File: config.mk
export PLATFORM = sky130hd
export DESIGN_NAME = multicycle_controller
export DESIGN_NICKNAME = d
export VERILOG_FILES = /design/src/rtl/mips_pkg.sv /design/src/rtl/mc_ctrl_decode.sv /design/src/rtl/multicycle_controller.sv
export SDC_FILE = /design/constraint.sdc
export NUM_CORES = 1
export LEC_CHECK = 0
export CAP_MARGIN = 0
export CORE_MARGIN = 5
export CORE_UTILIZATION = 42
export CTS_BUF_LIST = sky130_fd_sc_hd__clkbuf_2 sky130_fd_sc_hd__clkbuf_4 sky130_fd_sc_hd__clkbuf_8
export DETAILED_ROUTE_END_ITERATION = 10
export PLACE_DENSITY = 0.82
export SLEW_MARGIN = 20
export SYNTH_ARGS = -nofsm -noshare
export SYNTH_HDL_FRONTEND = slang
export SYNTH_HIERARCHICAL = 1
export SYNTH_SLANG_ARGS = --single-unit
File: constraint.sdc
create_clock -name clk -period 1.7 [get_ports clk]
set_input_delay 0.34 -clock clk [delete_from_list [all_inputs] [get_ports clk]]
set_output_delay 0.34 -clock clk [all_outputs]
set_load 0.02 [all_outputs]
File: src/rtl/mips_pkg.sv
// Shared encodings for the multicycle MIPS controller: opcodes, FSM states,
// mux/ALU select codes and the per-state control word.
package mips_pkg;

    localparam logic [5:0] OP_RTYPE = 6'b000000;
    localparam logic [5:0] OP_LW    = 6'b100011;
    localparam logic [5:0] OP_SW    = 6'b101011;
    localparam logic [5:0] OP_BEQ   = 6'b000100;
    localparam logic [5:0] OP_ADDI  = 6'b001000;
    localparam logic [5:0] OP_J     = 6'b000010;

    typedef enum logic [3:0] {
        S_FETCH  = 4'd0,
        S_DECODE = 4'd1,
        S_MEMADR = 4'd2,
        S_MEMRD  = 4'd3,
        S_MEMWB  = 4'd4,
        S_MEMWR  = 4'd5,
        S_RTEXEC = 4'd6,
        S_ALUWB  = 4'd7,
        S_BEQ    = 4'd8,
        S_ADDIEX = 4'd9,
        S_ADDIWB = 4'd10,
        S_JUMP   = 4'd11
    } state_t;

    localparam logic [1:0] ALUOP_ADD   = 2'b00;
    localparam logic [1:0] ALUOP_SUB   = 2'b01;
    localparam logic [1:0] ALUOP_FUNCT = 2'b10;

    localparam logic [1:0] ALUB_RT   = 2'b00;
    localparam logic [1:0] ALUB_FOUR = 2'b01;
    localparam logic [1:0] ALUB_IMM  = 2'b10;

    localparam logic [1:0] PCSRC_ALU    = 2'b00;
    localparam logic [1:0] PCSRC_ALUOUT = 2'b01;
    localparam logic [1:0] PCSRC_JUMP   = 2'b10;

    // fetch_ld and branch are qualifiers resolved against mem_ready / zero in the top
    typedef struct packed {
        logic       mem_req;
        logic       memwrite;
        logic       iord;
        logic       fetch_ld;
        logic       pcwrite;
        logic       branch;
        logic [1:0] pcsrc;
        logic       alusrca;
        logic [1:0] alusrcb;
        logic [1:0] aluop;
        logic       regdst;
        logic       memtoreg;
        logic       regwrite;
    } ctrl_t;

endpackage

File: src/rtl/mc_ctrl_decode.sv
// Combinational state -> control word lookup; pure Moore part of the controller.
module mc_ctrl_decode
    import mips_pkg::*;
(
    input  state_t state_i,
    output ctrl_t  ctrl_o
);

    always_comb begin
        ctrl_o = '0;
        case (state_i)
            S_FETCH: begin
                ctrl_o.mem_req  = 1'b1;
                ctrl_o.fetch_ld = 1'b1;
                ctrl_o.alusrcb  = ALUB_FOUR;
            end
            S_DECODE: ctrl_o.alusrcb = ALUB_IMM;
            S_MEMADR, S_ADDIEX: begin
                ctrl_o.alusrca = 1'b1;
                ctrl_o.alusrcb = ALUB_IMM;
            end
            S_MEMRD: begin
                ctrl_o.mem_req = 1'b1;
                ctrl_o.iord    = 1'b1;
            end
            S_MEMWB: begin
                ctrl_o.regwrite = 1'b1;
                ctrl_o.memtoreg = 1'b1;
            end
            S_MEMWR: begin
                ctrl_o.mem_req  = 1'b1;
                ctrl_o.memwrite = 1'b1;
                ctrl_o.iord     = 1'b1;
            end
            S_RTEXEC: begin
                ctrl_o.alusrca = 1'b1;
                ctrl_o.alusrcb = ALUB_RT;
                ctrl_o.aluop   = ALUOP_FUNCT;
            end
            S_ALUWB: begin
                ctrl_o.regwrite = 1'b1;
                ctrl_o.regdst   = 1'b1;
            end
            S_BEQ: begin
                ctrl_o.alusrca = 1'b1;
                ctrl_o.aluop   = ALUOP_SUB;
                ctrl_o.pcsrc   = PCSRC_ALUOUT;
                ctrl_o.branch  = 1'b1;
            end
            S_ADDIWB: ctrl_o.regwrite = 1'b1;
            S_JUMP: begin
                ctrl_o.pcsrc   = PCSRC_JUMP;
                ctrl_o.pcwrite = 1'b1;
            end
            default: ctrl_o = '0;
        endcase
    end

endmodule

File: src/rtl/multicycle_controller.sv
// Multicycle MIPS control FSM: state register, next-state logic and output gating.
// Memory states stall on mem_ready; reset forces every output low immediately.
module multicycle_controller
    import mips_pkg::*;
(
    input  logic       clk,
    input  logic       reset,
    input  logic [5:0] op,
    input  logic       zero,
    input  logic       mem_ready,
    output logic       mem_req,
    output logic       memwrite,
    output logic       iord,
    output logic       irwrite,
    output logic       pcwrite,
    output logic [1:0] pcsrc,
    output logic       alusrca,
    output logic [1:0] alusrcb,
    output logic [1:0] aluop,
    output logic       regdst,
    output logic       memtoreg,
    output logic       regwrite,
    output logic       illegal_op,
    output logic [3:0] state
);

    state_t state_q, state_d;
    ctrl_t  ctrl;
    logic   illegal;

    mc_ctrl_decode u_decode (
        .state_i (state_q),
        .ctrl_o  (ctrl)
    );

    always_ff @(posedge clk) begin
        if (reset) state_q <= S_FETCH;
        else       state_q <= state_d;
    end

    always_comb begin
        state_d = state_q;
        illegal = 1'b0;
        case (state_q)
            S_FETCH:  if (mem_ready) state_d = S_DECODE;
            S_DECODE: begin
                case (op)
                    OP_LW, OP_SW: state_d = S_MEMADR;
                    OP_RTYPE:     state_d = S_RTEXEC;
                    OP_BEQ:       state_d = S_BEQ;
                    OP_ADDI:      state_d = S_ADDIEX;
                    OP_J:         state_d = S_JUMP;
                    default: begin
                        state_d = S_FETCH;
                        illegal = 1'b1;
                    end
                endcase
            end
            S_MEMADR: state_d = (op == OP_SW) ? S_MEMWR : S_MEMRD;
            S_MEMRD:  if (mem_ready) state_d = S_MEMWB;
            S_MEMWR:  if (mem_ready) state_d = S_FETCH;
            S_RTEXEC: state_d = S_ALUWB;
            S_ADDIEX: state_d = S_ADDIWB;
            default:  state_d = S_FETCH;
        endcase
    end

    // Reset overrides the current state so nothing is enabled before the reset edge lands
    always_comb begin
        mem_req    = 1'b0;
        memwrite   = 1'b0;
        iord       = 1'b0;
        irwrite    = 1'b0;
        pcwrite    = 1'b0;
        pcsrc      = 2'b00;
        alusrca    = 1'b0;
        alusrcb    = 2'b00;
        aluop      = 2'b00;
        regdst     = 1'b0;
        memtoreg   = 1'b0;
        regwrite   = 1'b0;
        illegal_op = 1'b0;
        state      = S_FETCH;
        if (!reset) begin
            mem_req    = ctrl.mem_req;
            memwrite   = ctrl.memwrite;
            iord       = ctrl.iord;
            irwrite    = ctrl.fetch_ld & mem_ready;
            pcwrite    = (ctrl.fetch_ld & mem_ready) | ctrl.pcwrite | (ctrl.branch & zero);
            pcsrc      = ctrl.pcsrc;
            alusrca    = ctrl.alusrca;
            alusrcb    = ctrl.alusrcb;
            aluop      = ctrl.aluop;
            regdst     = ctrl.regdst;
            memtoreg   = ctrl.memtoreg;
            regwrite   = ctrl.regwrite;
            illegal_op = illegal;
            state      = state_q;
        end
    end

endmodule

# [Word-level counts from Yosys, hierarchy flattened]
# Cells that the tools add are included.
[word_totals] ff_bits=4 in_bits=10 output_inout_bits=20
[op_classes] n_eq_ne=19 mux=35 bitwise=4 n_reduce_logical=10
[op_table] cell="$pmux 4 s7" n=1
[op_table] cell="$mux 1" n=22
[op_table] cell="$pmux 4 s5" n=1
[op_table] cell="$eq 4x3->1 const B" n=4
[op_table] cell="$eq 4x4->1 const B" n=4
[op_table] cell="$mux 4" n=4
[op_table] cell="$eq 6x6->1 const B" n=2
[op_table] cell="$pmux 2 s2" n=3
[op_table] cell="$reduce_or 3->1" n=3
[op_table] cell="$eq 4x2->1 const B" n=2
[op_table] cell="$eq 6x2->1 const B" n=1
[op_table] cell="$eq 6x3->1 const B" n=1
[op_table] cell="$eq 6x4->1 const B" n=1
[op_table] cell="$logic_not 6->1" n=1
[op_table] cell="$mux 2" n=3
[op_table] cell="$ne 2x2->1 const B" n=3
[op_table] cell="$reduce_or 6->1" n=1
[op_table] cell="$eq 4x1->1 const B" n=1
[op_table] cell="$logic_not 4->1" n=1
[op_table] cell="$reduce_or 2->1" n=2
[op_table] cell="$reduce_or 4->1" n=1
[op_table] cell="$mux 3" n=1
[op_table] cell="$reduce_and 3->1" n=1
[op_table] cell="$and 1x1->1" n=2
[op_table] cell="$or 1x1->1" n=2

# [Depth between registers and ports, before layout]
[depth] word_depth=6 depth_mapped=5 ltp_nobuf=4

# [Cells and area by module]
# Netlist, hierarchy kept.
[by_module_without_submodules] mod="multicycle_controller" instances=1 cells_each=67 area_each_um2=470.5
[by_module_without_submodules] mod="mc_ctrl_decode" instances=1 cells_each=27 area_each_um2=167.7

# [Worst setup path after synthesis]
# Ideal clock, no wire load.
[synth_timing] path_type="flip-flop to output port" start="register state_q[0]" end="output port alusrcb[1]" arrival_time_ns=1.338 required_time_ns=1.360 slack_ns=0.022 path_stages_with_launch=5 n_path_buf=1 path_cell_list="dfxtp_1 buf_6 or3b_4 a21oi_2 nor2b_1"
[synth_lines] element="start: declaration" line="multicycle_controller.sv:27" text="state_t state_q, state_d;"
[synth_lines] element="start signal: assignment" line="multicycle_controller.sv:38" text="else state_q <= state_d;"
[synth_lines] element="end: declaration" line="multicycle_controller.sv:18" text="output logic [1:0] alusrcb,"

==> results list <==
- Placement Rows: 14
- Register containing the most flip-flops in the final layout: state_q
- Source-to-sink clock delay at the later pin of the worst-skew pair: 0.24 ns
- 0 antenna diodes ended up in the layout.
- The worst hold path belongs to the class in2reg.
- Maximum fanout along the worst path: 4
* Die span in y: 49.0 um
- Worst path max stage delay: 0.33 ns
* Detailed-routing iteration count for the pre-antenna-repair pass: 4
* Largest registers in the final layout: state_q x4
* Pin count of the biggest net entering global routing: 15
- Antenna violations before repair: 0
- Least setup slack across all paths after layout: -0.0546 ns
- Bufs on Longest Clock Path: 2
- Worst clock skew: 0.00185 ns
* Tcrit/Tclk final: 103%
- ANT nets after route: 0
- Cells after synthesis: 94
* Clock tree sinks: 4
- Hold repair after CTS inserted 0 buffers.
- For this run, design rule violations remaining after detail routing come to 0.
* Launching element type of the critical path: flip-flop
- A synthesized cell averages 6.79 um^2.
* Clock tree from TritonCTS: built
- Headroom to the max-slew limit came out at 82.0%.
- DP Wirelength: 1650 um
* Worst reg2reg setup slack: 0.32 ns
* Crit-path most repeated cell: sky130_fd_sc_hd__buf_4
- Combined area of all synthesized cells: 638 um^2
* Critical Path End Type: primary output
- Worst path required time: 1.36 ns
- Sequential area share after synthesis: 12.5%
* TritonCTS buffer count: 3
- The floorplan step defined a core boundary enclosing 0.00147 mm^2.
- Status: finished with violations
* Global-route wire length before repair: 3720 um
* Leakage: 0.000554 uW
- Final core utilization: 83.3%
- In the final timing run, aggregate negative setup slack is -0.111 ns.
* Layout cells sized above 1: 52.7%
- Traced cell by cell, the critical path runs through nand2b_2, buf_4, o21ai_0, nor2b_1, buf_4.
* Wirelength, routed: 2580 um
* Max FFs per register: 4
- Total nets after synthesis: 104
* Power density relative to cell area: 325 mW/mm^2
* Warnings from Yosys: 6
* Via count: 952
- 30 I/O pins were placed.
- Using the TritonRoute via totals, the vias-per-cell ratio works out to 5.73.
- The first routing iteration left 18 violations.
- The hold violation count in the final report is 0.
- The number of slew-limit violations in the final report came to 0.
- Layout area overhead: 92.2%
- The initial utilization of the core area, before any placement, comes to 43.4%.
- At the end of the flow, the number of nets in the layout was 162.
- Setup-failing EPs final: 4
- The tool flagged a number of max-cap violations equal to 0.
* Failing checks: negative setup slack
* Post-route design area: 0.00123 mm^2
* Category of the critical setup timing path: reg2out
- The die covers 0.00240 mm^2.
- Synth Register Bits: 4
- Number of global-route vias before repair: 868
- Worst voltage drop across the vdd grid: 0.000286 V
- Number of H-tree branching levels: 1
* Minimum period implied by the final worst setup slack: 1.75 ns
- Clk Tree Root Cell: sky130_fd_sc_hd__clkbuf_4
- Clock-pin slew was measured on the worst setup and hold paths at 0.04 ns.
* Worst Tran Pin Value: 0.266 ns
- Dividing the detail-routed wire length by the instance count gives 15.6 um.
* Setup repair after global routing missed its margin: yes
- Distinct cell type count of the synthesized netlist: 36
* CP max-delay cell: sky130_fd_sc_hd__dfxtp_2
* WP data arrival: 1.41 ns
* Remaining global-route overflow: 0
- Die X-Extent: 49.0 um
- Global routing used 19.2% of the available tracks.
- Total placed instance area: 0.00109 mm^2
- During placement, the flow inserted port buffers numbering 29.
- For this run, the top clock speed supported by timing is 570 MHz.
- Placer Congestion: 0.813
-- metrics by stage --
| stage | setup slack [ns] | hold slack, ns | total power [uW] | std cells |
|---|---|---|---|---|
| floorplan | 0.0215 | 0.532 | 173 | 94 |
| global placement | -0.605 | 0.680 | 254 | 154 |
| detailed placement | -0.698 | 0.706 | 259 | 154 |
| CTS | -0.0704 | 0.661 | 383 | 161 |
| global route | -0.133 | 0.680 | 415 | 166 |
| finish | -0.0546 | 0.655 | 398 | 166 |
-- layout make-up --
type / instances / area [um^2]
clock buffers: 3 / 22.5
flip-flops and latches: 4 / 90.1
inverters: 2 / 7.51
fillers: 93 / 245
well taps: 16 / 20.0
repair buffers: 61 / 495
multi-input cells: 80 / 591
-- cells by family (layout without fill, tap and decap cells) --
kind of cell / after synthesis / in the layout / synth area share [%]
simple gates: 57 / 57 / 52.4
flops: 4 / 4 / 12.5
buf+inv: 10 / 66 / 8.63
xor+xnor: 4 / 4 / 5.49
compound gates: 19 / 19 / 21.0
-- layer usage --
layer | routed length (um) | global-route usage [%] | up-vias
li1 | - | - | 450
met1 | 984 | 17.5 | 452
met2 | 1410 | 37.6 | 43
met3 | 142 | 4.59 | 7
met4 | 48 | 10.3 | 0
met5 | 0 | 0 | -
-- Yosys cell counts (all sizes together) --
cell,number,area (um^2)
clkbuf,3,11.3
nand2,3,11.3
nand2b,7,43.8
nor2b,16,100
nand3,1,5.00
a21boi,1,7.51
a311oi,1,8.76
dfxtp,4,80.1
o22ai,2,12.5
a221oi,1,8.76
nor3b,1,7.51
a21oi,2,13.8
and3,2,13.8
xor2,2,17.5
nor4,4,31.3
xnor2,2,17.5
o31a,1,8.76
or4,1,11.3
and4,1,8.76
o21ai,5,25.0
nor2,12,45.0
a211oi,1,7.51
inv,2,7.51
buf,5,36.3
o2bb2ai,1,8.76
or3b,1,11.3
or2,1,6.26
o211ai,3,22.5
o211a,1,10.0
nor4b,1,8.76
nor3,6,30.0
-- critical path, delay by kind of cell, from the launching register on --
family          cells  cell delay, ns
simple gates        2            0.36
buf+inv             2            0.31
flops               1            0.33
compound gates      1            0.18
-- report_power, final --
group / switching (uW) / internal [uW]
Clock: 42.6 / 79.2
Combinational: 87.0 / 91.5
Sequential: 3.39 / 94.6
Total: 133 / 265
-- final timing paths --
kind	startpoint	end	cells after the start
setup / recovery	state_q[2]$_SDFFE_PP0P_	alusrca	5
hold / removal	op[3]	state_q[1]$_SDFFE_PP0P_	4
setup reg to reg	state_q[2]$_SDFFE_PP0P_	state_q[2]$_SDFFE_PP0P_	6
hold reg to reg	state_q[3]$_SDFFE_PP0P_	state_q[1]$_SDFFE_PP0P_	3
-- what timing repair did --
item	CTS	global route
resized for setup	98	31
buffers inserted	3	4
endpoints found under the hold margin	0	0
gates cloned	1	1
setup endpoints to repair	20	19
pin swaps	6	7
-- placed cells by master (no fill, tap or decap), types with 2 or more instances in the layout --
cell	synthesis	layout
sky130_fd_sc_hd__inv_1	2	2
sky130_fd_sc_hd__o21ai_0	5	4
sky130_fd_sc_hd__dlymetal6s2s_1	0	2
sky130_fd_sc_hd__clkdlybuf4s50_1	0	2
sky130_fd_sc_hd__nand2_1	3	3
sky130_fd_sc_hd__nor2b_1	16	16
sky130_fd_sc_hd__clkbuf_4	0	3
sky130_fd_sc_hd__clkdlybuf4s15_2	0	2
sky130_fd_sc_hd__xnor2_1	2	2
sky130_fd_sc_hd__nor3_4	0	2
sky130_fd_sc_hd__nor3_1	6	2
sky130_fd_sc_hd__clkdlybuf4s15_1	0	3
sky130_fd_sc_hd__nand2b_1	7	4
sky130_fd_sc_hd__nand2b_4	0	2
sky130_fd_sc_hd__buf_4	2	35
sky130_fd_sc_hd__buf_6	1	5
sky130_fd_sc_hd__dfxtp_2	0	2
sky130_fd_sc_hd__nor3_2	0	2
sky130_fd_sc_hd__nor2_1	12	11
sky130_fd_sc_hd__nor4_2	1	3
sky130_fd_sc_hd__o211ai_1	3	3
sky130_fd_sc_hd__dfxtp_4	0	2
sky130_fd_sc_hd__buf_2	2	9
No activity file was read; power rests on OpenSTA's default activity.
